[config.mk]
export PLATFORM = sky130hd
export DESIGN_NAME = conv_pass_sched
export DESIGN_NICKNAME = d
export VERILOG_FILES = /design/src/rtl/cnn_pkg.sv /design/src/rtl/conv_kreg_bank.sv /design/src/rtl/conv_pass_sched.sv
export SDC_FILE = /design/constraint.sdc
export NUM_CORES = 1
export LEC_CHECK = 0
export ABC_AREA = 0
export CORE_MARGIN = 2
export CORE_UTILIZATION = 32
export CTS_BUF_LIST = sky130_fd_sc_hd__clkbuf_8
export DETAILED_ROUTE_END_ITERATION = 8
export HOLD_SLACK_MARGIN = 0.02
export PLACE_DENSITY = 0.51
export SYNTH_ARGS = -nofsm -noshare
export SYNTH_HDL_FRONTEND = slang
export SYNTH_SLANG_ARGS = --single-unit
[constraint.sdc]
create_clock -name i_clk -period 6.1 [get_ports i_clk]
set_input_delay 0.61 -clock i_clk [delete_from_list [all_inputs] [get_ports i_clk]]
set_output_delay 0.61 -clock i_clk [all_outputs]
set_load 0.05 [all_outputs]
[src/rtl/cnn_pkg.sv]
// rtl/cnn_pkg.sv - shared types and constants for the conv pass sequencer
// Purpose: sequencer state encoding, kernel tap count, default map size and
//          weight width, and a width helper that never returns zero.
// Ports:   none (package).
package cnn_pkg;

  typedef enum logic [2:0] {
    S_IDLE,
    S_KLOAD,
    S_STREAM,
    S_DRAIN,
    S_GAP,
    S_DONE
  } state_t;

  localparam int KTAPS  = 9;
  localparam int IMG_PX = 196;
  localparam int W2_DEF = 10;

  // Counter width for values 0..n-1; a single-value counter still gets 1 bit.
  function automatic int clog2_min1(input int n);
    return (n <= 2) ? 1 : $clog2(n);
  endfunction

endpackage

[src/rtl/conv_kreg_bank.sv]
// rtl/conv_kreg_bank.sv - 3x3 kernel weight capture registers
// Purpose: holds the nine weights of the current pass; slot i_idx is loaded
//          from i_data when i_wr is high. Slots are only written during the
//          kernel load, so o_k_bus is stable for the rest of the pass.
// Ports:   i_clk, i_rst (async, active-high) | i_wr, i_idx[3:0], i_data[W2]
//          | o_k_bus[9*W2] (k1 at LSBs).
module conv_kreg_bank #(
  parameter int W2 = cnn_pkg::W2_DEF
) (
  input  logic                          i_clk,
  input  logic                          i_rst,
  input  logic                          i_wr,
  input  logic [3:0]                    i_idx,
  input  logic [W2-1:0]                 i_data,
  output logic [cnn_pkg::KTAPS*W2-1:0]  o_k_bus
);
  import cnn_pkg::*;

  logic [W2-1:0] r_k [KTAPS];

  always_ff @(posedge i_clk or posedge i_rst) begin
    if (i_rst) begin
      for (int i = 0; i < KTAPS; i++) r_k[i] <= '0;
    end else begin
      for (int i = 0; i < KTAPS; i++) begin
        if (i_wr && i_idx == 4'(i)) r_k[i] <= i_data;
      end
    end
  end

  for (genvar g = 0; g < KTAPS; g++) begin : g_pack
    assign o_k_bus[g*W2 +: W2] = r_k[g];
  end

endmodule

[src/rtl/conv_pass_sched.sv]
// rtl/conv_pass_sched.sv - pass sequencer for the 3x3 conv engine
// Purpose: for every filter f and input channel c, loads 9 weights, streams
//          one feature map into the engine, counts and tags engine outputs.
// Ports:   i_clk, i_rst (async, active-high), i_start, i_abort
//          | o_kw_rd, o_kw_addr, i_kw_data (kernel memory, 1-cycle read)
//          | o_k_bus (packed weights) | o_pix_rd, o_pix_addr (feature map)
//          | o_eng_hold, i_eng_en (engine) | o_out_vld, o_out_filt,
//          o_out_first, o_out_last, o_out_idx (output tags)
//          | o_busy, o_done, o_err (layer status).
module conv_pass_sched #(
  parameter int W2     = cnn_pkg::W2_DEF,
  parameter int IMG_PX = cnn_pkg::IMG_PX,
  parameter int N_CH   = 4,
  parameter int N_FILT = 8,
  parameter int TMO    = 64,
  parameter int KA_W   = 9,
  parameter int PA_W   = 10
) (
  input  logic                          i_clk,
  input  logic                          i_rst,
  input  logic                          i_start,
  input  logic                          i_abort,
  output logic                          o_kw_rd,
  output logic [KA_W-1:0]               o_kw_addr,
  input  logic [W2-1:0]                 i_kw_data,
  output logic [cnn_pkg::KTAPS*W2-1:0]  o_k_bus,
  output logic                          o_pix_rd,
  output logic [PA_W-1:0]               o_pix_addr,
  output logic                          o_eng_hold,
  input  logic                          i_eng_en,
  output logic                          o_out_vld,
  output logic [2:0]                    o_out_filt,
  output logic                          o_out_first,
  output logic                          o_out_last,
  output logic [7:0]                    o_out_idx,
  output logic                          o_busy,
  output logic                          o_done,
  output logic                          o_err
);
  import cnn_pkg::*;

  localparam int C_W = clog2_min1(N_CH);
  localparam int F_W = clog2_min1(N_FILT);
  localparam int T_W = clog2_min1(TMO + 1);

  state_t          r_state;
  logic [C_W-1:0]  r_c;
  logic [F_W-1:0]  r_f;
  logic [3:0]      r_k;
  logic [7:0]      r_p;
  logic [7:0]      r_out_cnt;
  logic [T_W-1:0]  r_idle;
  logic            r_gap;
  logic            r_cap;
  logic [3:0]      r_cap_idx;
  logic            r_kw_rd;
  logic [KA_W-1:0] r_kw_addr;
  logic            r_pix_rd;
  logic [PA_W-1:0] r_pix_addr;
  logic            r_eng_hold;
  logic            r_busy;
  logic            r_done;
  logic            r_err;

  logic            w_in_pass;
  logic            w_cnt_en;
  logic            w_c_wrap;
  logic [C_W-1:0]  w_nc;
  logic [F_W-1:0]  w_nf;
  logic            w_last;

  function automatic logic [KA_W-1:0] kbase(input logic [F_W-1:0] f, input logic [C_W-1:0] c);
    return KA_W'((int'(f) * N_CH + int'(c)) * KTAPS);
  endfunction

  function automatic logic [PA_W-1:0] pbase(input logic [C_W-1:0] c);
    return PA_W'(int'(c) * IMG_PX);
  endfunction

  assign w_in_pass = (r_state == S_STREAM) || (r_state == S_DRAIN);
  // Stop counting at a full map so a stray extra pulse cannot skip the exit compare.
  assign w_cnt_en  = w_in_pass && i_eng_en && (r_out_cnt != 8'(IMG_PX));
  assign w_c_wrap  = (r_c == C_W'(N_CH - 1));
  assign w_nc      = w_c_wrap ? '0 : r_c + C_W'(1);
  assign w_nf      = w_c_wrap ? r_f + F_W'(1) : r_f;
  assign w_last    = w_c_wrap && (r_f == F_W'(N_FILT - 1));

  // Weight k arrives one cycle after its read; r_cap/r_cap_idx are the read strobe delayed to match.
  conv_kreg_bank #(.W2(W2)) u_kreg (
    .i_clk   (i_clk),
    .i_rst   (i_rst),
    .i_wr    (r_cap),
    .i_idx   (r_cap_idx),
    .i_data  (i_kw_data),
    .o_k_bus (o_k_bus)
  );

  always_ff @(posedge i_clk or posedge i_rst) begin
    if (i_rst) begin
      r_state    <= S_IDLE;
      r_c        <= '0;
      r_f        <= '0;
      r_k        <= '0;
      r_p        <= '0;
      r_out_cnt  <= '0;
      r_idle     <= '0;
      r_gap      <= 1'b0;
      r_cap      <= 1'b0;
      r_cap_idx  <= '0;
      r_kw_rd    <= 1'b0;
      r_kw_addr  <= '0;
      r_pix_rd   <= 1'b0;
      r_pix_addr <= '0;
      r_eng_hold <= 1'b1;
      r_busy     <= 1'b0;
      r_done     <= 1'b0;
      r_err      <= 1'b0;
    end else if (i_abort) begin
      r_state    <= S_IDLE;
      r_cap      <= 1'b0;
      r_kw_rd    <= 1'b0;
      r_pix_rd   <= 1'b0;
      r_eng_hold <= 1'b1;
      r_busy     <= 1'b0;
      r_done     <= 1'b0;
    end else begin
      r_done    <= 1'b0;
      r_cap     <= r_kw_rd;
      r_cap_idx <= r_k;
      if (w_cnt_en) r_out_cnt <= r_out_cnt + 8'd1;
      case (r_state)
        S_IDLE: begin
          if (i_start) begin
            r_f       <= '0;
            r_c       <= '0;
            r_err     <= 1'b0;
            r_busy    <= 1'b1;
            r_k       <= '0;
            r_kw_rd   <= 1'b1;
            r_kw_addr <= '0;
            r_state   <= S_KLOAD;
          end
        end
        // r_k 0..8 issue reads, r_k 9 is the cycle that captures the last weight.
        S_KLOAD: begin
          if (r_k == 4'd9) begin
            r_pix_rd   <= 1'b1;
            r_pix_addr <= pbase(r_c);
            r_p        <= '0;
            r_out_cnt  <= '0;
            r_state    <= S_STREAM;
          end else begin
            r_k <= r_k + 4'd1;
            if (r_k == 4'd8) r_kw_rd <= 1'b0;
            else r_kw_addr <= r_kw_addr + KA_W'(1);
          end
        end
        // Release the engine one cycle after the first read so pixel data lines up.
        S_STREAM: begin
          if (r_p == 8'd0) r_eng_hold <= 1'b0;
          if (r_p == 8'(IMG_PX - 1)) begin
            r_pix_rd <= 1'b0;
            r_idle   <= '0;
            r_state  <= S_DRAIN;
          end else begin
            r_p        <= r_p + 8'd1;
            r_pix_addr <= r_pix_addr + PA_W'(1);
          end
        end
        S_DRAIN: begin
          if (r_out_cnt == 8'(IMG_PX)) begin
            r_eng_hold <= 1'b1;
            r_gap      <= 1'b0;
            r_state    <= S_GAP;
          end else if (i_eng_en) begin
            r_idle <= '0;
          end else if (r_idle == T_W'(TMO - 1)) begin
            r_err      <= 1'b1;
            r_eng_hold <= 1'b1;
            r_done     <= 1'b1;
            r_state    <= S_DONE;
          end else begin
            r_idle <= r_idle + T_W'(1);
          end
        end
        S_GAP: begin
          if (!r_gap) begin
            r_gap <= 1'b1;
          end else if (w_last) begin
            r_done  <= 1'b1;
            r_state <= S_DONE;
          end else begin
            r_c       <= w_nc;
            r_f       <= w_nf;
            r_k       <= '0;
            r_kw_rd   <= 1'b1;
            r_kw_addr <= kbase(w_nf, w_nc);
            r_state   <= S_KLOAD;
          end
        end
        S_DONE: begin
          r_busy  <= 1'b0;
          r_state <= S_IDLE;
        end
        default: r_state <= S_IDLE;
      endcase
    end
  end

  assign o_kw_rd     = r_kw_rd;
  assign o_kw_addr   = r_kw_addr;
  assign o_pix_rd    = r_pix_rd;
  assign o_pix_addr  = r_pix_addr;
  assign o_eng_hold  = r_eng_hold;
  assign o_busy      = r_busy;
  assign o_done      = r_done;
  assign o_err       = r_err;
  // Tags are only meaningful alongside out_vld; held at zero outside a pass.
  assign o_out_vld   = w_in_pass && i_eng_en;
  assign o_out_filt  = w_in_pass ? 3'(r_f) : 3'd0;
  assign o_out_first = w_in_pass && (r_c == '0);
  assign o_out_last  = w_in_pass && w_c_wrap;
  assign o_out_idx   = w_in_pass ? r_out_cnt : 8'd0;

endmodule

==> results.md, run 1 <==
* Status: completed
* Worst Path Arrival at 3590 ps
* CTS max path bufs at 2
* Total GRT Usage at 0.163
* Top Usage Layer GRT: met2
* Largest net degree at the start of global routing at 104
* Met2 GRT Util at 0.270
* Clock edge transition at the registers on the reported setup and hold paths at 90 ps
* Routed via count at 5,445
* Async S/R FF share, synth at 1.00
* Post-DP HPWL at 13,300 um
* Core outline area at 0.0225 sq mm
* Pwr Density at 465 mW/mm^2
* Setup TNS Final at 0 ps
* Max_slew headroom at 0.374
* PortBufs at 143
* GR Util met3 at 0.0300
* Post-synth EDFFs at 0
* Clock buffers created by TritonCTS at 17
* Mapped Nets at 665
* FF+latch count, synth at 156
* Gr ovfl total at 0
* Layout cell share with drive strength beyond 1 at 0.183
* DR DRC count at 0
* Avg Synthesized Cell Area at 11.5 sq um
* WL final at 19,000 um
* Total power at 4.38 mW
* Final period util at 0.527
* Avg WL per Cell at 17.8 um
* Post-Syn Instances at 630
* Most frequent cells in the layout: dfrtp_1, clkdlybuf4s50_1, mux2_2
* GR Util met1 at 0.216
* Detailed Route Iter0 Violations at 343
* Hold_buf cts at 0
* Final setup viols at 0
* First-pass GRT wire length at 30,700 um
* TritonCTS clock tree: done
* Hold crit path type: register to register
* RSZ-0062 raised after global routing: false
* Die W at 155 um
* Post-Syn Area at 0.00727 sq mm
* Layout Skew at 16.3 ps
* Critical Path Start Type: register
* Peak VDD IR at 0.214 mV
* GP Congestion at 0.788
* I/O Pins at 144
* Clk root buf: clkbuf_8
* Post-synthesis sequential area ratio at 0.537
* Final hold vios at 0
* Filler cell count at 2,145
* Post-synth cell types at 55
* Max-slew violations at 0
* Initial antenna violation count at 0
* Clk sinks at 156
* Final ANT Viol Nets at 0
* Worst-margin pin slew at 939 ps
* Via/cell ratio at 5.10
* Worst skew pair latency at 450 ps
* Post-CTS Setup Inserts at 0
* Gates resized, CTS repair at 0
* CTS HTree Levels at 4
* Kind of critical path: register to register
* Drt first pass iters at 5
* Predominant post-synthesis flop cell: dfrtp_1
* Die H at 155 um
* Final net count at 805
* ANT cells at 0
* Synth Warn # at 0
* Site row count at 55
* Required time worst endpoint at 6470 ps
* Die Footprint at 0.0239 sq mm
* Commonest non-fill, non-tap cell in the layout: dfrtp_1
* Layout area overhead at 29.7%
* CP Max Fanout at 9
* Crit path capture type: register
* Vias in the first global route at 5,569
* Initial core utilization at 0.323
* LEAKAGE at 4.07 nW
* Min Tclk post-route at 3220 ps
* Fmax at 0.311 GHz
* Max-Cap Viols at 0
## final cells by class
cell class                 instances  area, sq um  share of cell area
sequential                       156         3910               0.414
multi-input combinational        430         3210               0.340
timing repair buffer             149         1480               0.157
tap                              285          357              0.0378
clock buffer                      17          234              0.0248
clock inverter                    15          183              0.0194
inverter                          16         65.1             0.00690
## registers in the layout, summed over array words and instances, names as in the netlist
signal          count
r_p                 8
o_done              1
r_out_cnt           8
r_cap_idx           4
o_kw_addr           9
o_pix_addr         10
r_state             3
r_k                 4
u_kreg.o_k_bus     90
r_gap               1
r_c                 2
o_pix_rd            1
r_cap               1
o_eng_hold          1
o_err               1
o_busy              1
r_idle              7
r_f                 3
o_kw_rd             1
## worst max-delay path, stage by stage (launching register included)
cell,delay (ps)
dfrtp_1,460
ha_1,410
mux2i_1,410
inv_1,90
ha_1,290
ha_1,170
inv_1,60
fa_1,380
or4_1,560
nand2_1,100
a21oi_1,60
a31oi_1,150
## power by group
group	internal (mW)	leakage, nW	total, mW	switching (mW)
clock network	0.380	0.211	0.818	0.438
logic	0.714	1.85	2.01	1.30
registers	1.31	2.01	1.55	0.242
total	2.41	4.07	4.38	1.98
## stage by stage
stage | instance area [sq um] | utilization | setup slack, ps | std cells | hold WS [ps]
after global placement | 9010 | 0.400 | 3040 | 1036 | 463
final | 9430 | 0.419 | 2880 | 1068 | 502
after floorplan | 7270 | - | 1290 | 630 | 448
after global routing | 9430 | 0.419 | 2600 | 1068 | 517
after CTS | 9430 | 0.419 | 2870 | 1068 | 502
after detailed placement | 9010 | 0.400 | 2890 | 1036 | 479
## per-layer routing
layer  part of all wire  vias to the layer above  wire, um
li1                   -                     2545         -
met1               0.46                     2714      8770
met2               0.48                      168      9110
met3              0.044                       18       829
met4              0.014                        0       264
met5                  0                        -         0
## logic make-up (layout without fill, tap and decap cells)
logic type | after synthesis | after routing | synth area share
fa+ha+maj | 20 | 20 | 0.0355
xor+xnor | 16 | 16 | 0.0193
buf+inv | 44 | 197 | 0.0238
compound gates | 106 | 106 | 0.0911
simple gates | 189 | 189 | 0.140
mux | 99 | 99 | 0.153
flops | 156 | 156 | 0.537
## cell usage after synthesis, types with 3 or more instances
master	instances	area (sq um)
a21oi_1	23	115
a221oi_1	3	26.3
a31oi_1	11	68.8
and2_1	18	113
and3_1	7	43.8
and3b_1	3	26.3
and4_1	3	26.3
buf_1	3	11.3
buf_2	6	30.0
clkbuf_1	19	71.3
dfrtp_1	155	3880
ha_1	19	238
inv_1	16	60.1
mux2_2	96	1080
mux2i_1	3	30.0
nand2_1	43	161
nand2b_1	4	25.0
nand3_1	14	70.1
nand3b_1	7	52.6
nand4_1	13	81.3
nand4b_1	3	26.3
nor2_1	40	150
nor2b_1	7	43.8
nor3_1	6	30.0
nor3b_1	7	52.6
o21ai_0	34	170
o22a_1	5	43.8
o22ai_1	3	18.8
o31ai_1	5	37.5
or3_1	5	31.3
xnor2_1	3	26.3
xor2_1	13	114
## worst paths after layout
check	start	endpoint	slack (ps)	depth (start not counted)
setup / recovery	r_c[0]	o_kw_addr[8]	2880	11
hold / removal	r_idle[6]	r_idle[6]	500	1
setup reg to reg	r_c[0]	o_kw_addr[8]	2880	11
hold reg to reg	r_idle[6]	r_idle[6]	500	1
max in group asynchronous	i_rst	r_idle[0]	4040	3
min in group asynchronous	i_rst	u_kreg.o_k_bus[56]	720	2
Note: power is estimated with default switching activity, not from simulation.
==> run 2, diff against run 1 <==
PLACE_DENSITY = 0.53   (was 0.51)
clock period = 2.9 ns   (was 6.1 ns; I/O delays follow)
==> results.md, run 2 (same netlist as run 1, synthesis figures left out) <==
* Detailed Route Iter0 Violations at 201 (-41%)
* LEAKAGE at 4.10 nW (+0.73%)
* Fmax at 0.359 GHz (+15%)
* Clock buffers created by TritonCTS at 17 (unchanged)
* Crit-path most repeated cell: ha_4
* First-pass GRT wire length at 30,000 um (-2.0%)
* Top Metal Used: met4
* I/O Pins at 144 (unchanged)
* Critical Path Max Stage Delay at 420 ps (-140 ps)
* Critical Path Slowest Stage Cell: dfrtp_1
* Final WS setup at 115 ps (-2770 ps)
* Layout cell share with drive strength beyond 1 at 0.221 (+0.0383)
* Total GRT Usage at 0.159 (-0.00367)
* Filler cell count at 2,156 (+0.51%)
* PortBufs at 143 (unchanged)
* GP Congestion at 0.819 (+4.0%)
* Core outline area at 0.0225 sq mm (unchanged)
* Max-slew violations at 0 (unchanged)
* Worst Path Arrival at 3100 ps (-490 ps)
* Place WS at 12.2 ps (-2880 ps)
* Hold crit path type: input pin to async pin
* Largest net degree at the start of global routing at 157 (+51%)
* Clock edge transition at the registers on the reported setup and hold paths at 100 ps (about the same)
* Worst path cell trace: ha_4 > ha_4 > mux2i_2 > inv_1 > ha_4 > ha_4 > inv_1 > fa_2 > buf_4 > buf_4 > xor2_1 > a221oi_1 > a311oi_1
* ANT cells at 0 (unchanged)
* Met3 Routed Length at 772 um (-6.9%)
* Die W at 155 um (unchanged)
* Layout area overhead at 30.6%
* TritonCTS clock tree: done
* Via/cell ratio at 5.09 (-0.25%)
* Worst r2r src: r_f[1]
* Crit path capture type: register
* Final hold vios at 0 (unchanged)
* Peak VDD IR at 0.460 mV (+120%)
* Layout Skew at 20.2 ps (+3.84 ps)
* WL met1 at 8880 um (+1.3%)
* Max-Cap Viols at 0 (unchanged)
* Critical Path Start Type: register
* Multi-input gate area at 0.00327 sq mm (+1.9%)
* Commonest non-fill, non-tap cell in the layout: dfrtp_1
* Min Tclk post-route at 2780 ps (-430 ps)
* Final net count at 815 (+1.2%)
* Max_slew headroom at 0.403 (+0.0291)
* Most frequent cells in the layout: dfrtp_1, clkdlybuf4s50_1, mux2_2
* Initial core utilization at 0.323 (unchanged)
* Required time worst endpoint at 3220 ps (-3250 ps)
* Site row count at 55 (unchanged)
* WL final at 18,800 um (-0.98%)
* CTS max path bufs at 2 (unchanged)
* CP Max Fanout at 2 (-7)
* Clk root buf: clkbuf_8
* Status: completed
* Avg WL per Cell at 17.4 um (-1.8%)
* Met2 routed WL at 8940 um (-1.9%)
* Storage cell area at 0.00391 sq mm (unchanged)
* Worst-margin pin slew at 896 ps (-43.6 ps)
* Worst R2R Path Depth at 13 (+2)
* DR DRC count at 0 (unchanged)
* Max reg flops at 90 (unchanged)
* Pwr Density at 957 mW/mm^2 (+110%)
* Crit path buf inv count at 4 (+2)
* Kind of critical path: register to register
* Die H at 155 um (unchanged)
* Clk sinks at 156 (unchanged)
* Worst skew pair latency at 460 ps (about the same)
* Hold_buf cts at 0 (unchanged)
* Cell family with the largest share of critical-path delay: adder cells
* Die Footprint at 0.0239 sq mm (unchanged)
* Final period util at 0.960 (+0.433)
* Drt first pass iters at 4 (-1)
* Initial antenna violation count at 0 (unchanged)
* Crit Reg-Reg Endpoint: o_kw_addr[6]
* Hold_ws at 382 ps (-120 ps)
* Final setup viols at 0 (unchanged)
* Post-DP HPWL at 13,000 um (-2.0%)
* CTS HTree Levels at 4 (unchanged)
* Final ANT Viol Nets at 0 (unchanged)
* Routed via count at 5,477 (+0.59%)
* Reg2reg setup slack at 120 ps (-2770 ps)
* Gr ovfl total at 0 (unchanged)
* Vias in the first global route at 5,511 (-1.0%)
run 2: layout make-up:
type | count | share of cell area
sequential | 156 | 0.411
multi-input combinational | 430 | 0.344
timing repair buffer | 159 | 0.162
tap | 285 | 0.0376
clock buffer | 17 | 0.0246
clock inverter | 14 | 0.0133
inverter | 16 | 0.00672
run 2: worst reg2reg max path, delay by kind of cell, from the launching register on:
kind | cells | cell delay, ps
fa+ha+maj | 5 | 1170
flops | 1 | 420
buf+inv | 4 | 400
compound gates | 2 | 340
mux | 1 | 160
xor+xnor | 1 | 160
run 2: power breakdown:
group / internal, mW / total (mW) / switching, mW
combinational: 1.53 / 4.27 / 2.74
clock: 0.620 / 1.54 / 0.921
sequential: 2.76 / 3.28 / 0.516
total: 4.91 / 9.08 / 4.18
run 2: how the worst max path moves through the flow:
stage	endpoint	startpoint	cells after the start	slack, ps
floorplan	o_kw_addr[8]	r_f[0]	12	20
global placement	o_kw_addr[8]	r_f[0]	12	70
detailed placement	o_kw_addr[8]	r_f[0]	12	10
CTS	o_kw_addr[8]	r_f[0]	12	50
global route	o_kw_addr[6]	r_f[1]	13	-1
finish	o_kw_addr[6]	r_f[1]	13	120
run 2: per-stage QoR:
stage / utilization / std cells / TNS [ps] / total power, mW / area [sq um]
6_report: 0.422 / 1077 / 0 / 9.08 / 9500
5_1_grt: 0.422 / 1077 / -1.69 / 9.57 / 9500
4_1_cts: 0.419 / 1076 / 0 / 9.15 / 9430
3_5_place_dp: 0.403 / 1045 / 0 / 7.60 / 9060
3_3_place_gp: 0.403 / 1045 / 0 / 7.53 / 9060
2_1_floorplan: - / 630 / 0 / 6.09 / 7280
run 2: timing repair:
action / in CTS / in global routing
setup buffers: 0 / 1
setup endpoints to repair: 1 / 1
resized for setup: 2 / 8
pin swaps: 0 / 6
run 2: per-layer routing:
| layer | vias to the layer above | GRT usage |
|---|---|---|
| met4 | 0 | 0.0441 |
| met2 | 159 | 0.261 |
| li1 | 2558 | - |
| met3 | 18 | 0.0328 |
| met1 | 2742 | 0.215 |
| met5 | - | 0 |
==> run 3, diff against run 2 <==
CORE_ASPECT_RATIO = 1.2   (was default)
==> results.md, run 3 (same netlist as run 1, synthesis figures left out) <==
* LEAKAGE at 4.14 nW (+0.96%)
* Layout area overhead at 31.0%
* Max reg flops at 90 (unchanged)
* Final ANT Viol Nets at 0 (unchanged)
* Largest net degree at the start of global routing at 86 (-45%)
* Detailed Route Iter0 Violations at 172 (-14%)
* I/O Pins at 144 (unchanged)
* Clock edge transition at the registers on the reported setup and hold paths at 90 ps (about the same)
* Commonest non-fill, non-tap cell in the layout: dfrtp_1
* Critical Path Slowest Stage Cell: or4_4
* P_sw at 4.17 mW (-0.24%)
* Most frequent cells in the layout: dfrtp_1, clkdlybuf4s50_1, mux2_2
* Post-DP HPWL at 13,800 um (+5.7%)
* Min Tclk post-route at 2840 ps (+51.9 ps)
* Clock buffers created by TritonCTS at 17 (unchanged)
* Worst path cell trace: ha_2 > ha_4 > mux2i_2 > inv_1 > ha_1 > ha_2 > inv_2 > fa_2 > or4_4 > nand2_2 > a21oi_1 > a31oi_1
* PortBufs at 143 (unchanged)
* Final WS setup at 63.2 ps (-51.9 ps)
* Pwr Density at 963 mW/mm^2 (+0.63%)
* Final period util at 0.978 (+0.0179)
* ANT cells at 0 (unchanged)
* Worst skew pair latency at 450 ps (about the same)
* Total GRT Usage at 0.162 (+0.00306)
* Fmax at 0.353 GHz (-1.8%)
* Routed via count at 5,556 (+1.4%)
* Kind of critical path: register to register
* TritonCTS clock tree: done
* Cell family with the largest share of critical-path delay: adder cells
* Max-slew violations at 0 (unchanged)
* Critical Path Start Type: register
* CP Max Fanout at 2 (unchanged)
* Site row count at 60 (+9.1%)
* Drt first pass iters at 4 (unchanged)
* Clk network pwr share at 0.177 (+0.007)
* Gr ovfl total at 0 (unchanged)
* Clk root buf: clkbuf_8
* Die W at 142 um (-8.5%)
* Setup TNS Final at 0 ps (unchanged)
* Required time worst endpoint at 3260 ps (+40 ps)
* Critical Path Max Stage Delay at 530 ps (+110 ps)
* Initial core utilization at 0.325 (+0.00190)
* Crit path launch: r_f[1]
* Via/cell ratio at 5.18 (+1.8%)
* Worst Path Arrival at 3200 ps (+100 ps)
* Sequential power share at 0.356 (-0.005)
* WL final at 19,200 um (+2.2%)
* Die H at 169 um (+9.3%)
* Core outline area at 0.0224 sq mm (-0.58%)
* Worst r2r src: r_f[1]
* Worst-margin pin slew at 685 ps (-211 ps)
* Vias in the first global route at 5,763 (+4.6%)
* Clk sinks at 156 (unchanged)
* DR DRC count at 0 (unchanged)
* Crit-path most repeated cell: ha_2
* Layout Skew at 12.4 ps (-7.79 ps)
* Combinational Power Share at 0.466 (-0.004)
* Cell-internal power at 5.00 mW (+1.9%)
* RSZ-0062 raised after global routing: false
* Layout cell share with drive strength beyond 1 at 0.219 (-0.00182)
* Crit path capture type: register
* Final net count at 816 (+0.12%)
* Die Footprint at 0.0239 sq mm (about the same)
* Final setup viols at 0 (unchanged)
* GP Congestion at 0.833 (+1.7%)
* Final hold vios at 0 (unchanged)
* First-pass GRT wire length at 30,700 um (+2.2%)
* Status: completed
* Sw Ratio at 0.454 (-0.00525)
* CTS max path bufs at 2 (unchanged)
* Peak VDD IR at 0.513 mV (+12%)
* CTS HTree Levels at 4 (unchanged)
* Hold crit path type: input pin to async pin
* Initial antenna violation count at 0 (unchanged)
* Max_slew headroom at 0.540 (+0.138)
* Avg WL per Cell at 17.9 um (+2.6%)
* Max-Cap Viols at 0 (unchanged)
* Crit path buf inv count at 2 (-2)
* Place WS at -74.7 ps (-86.9 ps)
## run 3: per-stage QoR
step	hold slack [ps]	utilization	std cells	power [mW]	cell area, sq um
after floorplan	441	-	630	6.09	7280
final	152	0.426	1073	9.17	9520
after CTS	114	0.426	1073	9.28	9520
after global routing	140	0.426	1073	9.66	9520
after global placement	467	0.407	1040	7.54	9100
after detailed placement	471	0.407	1040	7.61	9100
## run 3: final timing paths
check                      depth (start not counted)                  to  slack (ps)
setup / recovery                                  12        o_kw_addr[8]          60
hold / removal                                     2  u_kreg.o_k_bus[87]         150
setup reg to reg                                  12        o_kw_addr[8]          60
hold reg to reg                                    1           r_idle[6]         490
max in group asynchronous                          3  u_kreg.o_k_bus[62]        2010
min in group i_clk                                 1           r_idle[6]         490
## run 3: timing repair
| action | 4_1_cts | 5_1_grt |
|---|---|---|
| setup buffers | 1 | 0 |
| hold buffers | 0 | 0 |
| hold endpoints to repair | 0 | 0 |
| gates resized for setup | 5 | 2 |
| cloned | 0 | 0 |
| endpoints found under the setup margin | 1 | 1 |
| pin swaps | 3 | 4 |
## run 3: layout make-up
| cell class | count | area (sq um) |
|---|---|---|
| clock inverter | 15 | 156 |
| fill | 2110 | 12800 |
| tap | 279 | 349 |
| sequential | 156 | 3910 |
| clock buffer | 17 | 234 |
| multi-input combinational | 430 | 3230 |
| inverter | 16 | 63.8 |
| timing repair buffer | 160 | 1590 |
## run 3: per-layer routing
metal,routed length [um],part of all wire,track usage,vias to the layer above
met5,0,0,0,-
met2,9660,0.50,0.284,180
met4,384,0.020,0.0574,0
li1,-,-,-,2563
met1,8300,0.43,0.201,2783
met3,858,0.045,0.0297,30
## run 3: worst reg2reg max path: stages, from the launching register on
cell,delay (ps)
dfrtp_1,400
ha_2,210
ha_4,240
mux2i_2,170
inv_1,60
ha_1,280
ha_2,180
inv_2,40
fa_2,330
or4_4,530
nand2_2,70
a21oi_1,70
a31oi_1,180
## run 3: power by group through the flow
stage	registers, mW	logic, mW	clock network, mW
after floorplan	4.87	1.22	0
after global placement	3.28	4.26	0
after detailed placement	3.31	4.30	0
after CTS	3.27	4.31	1.70
after global routing	3.36	4.51	1.79
final	3.27	4.28	1.62
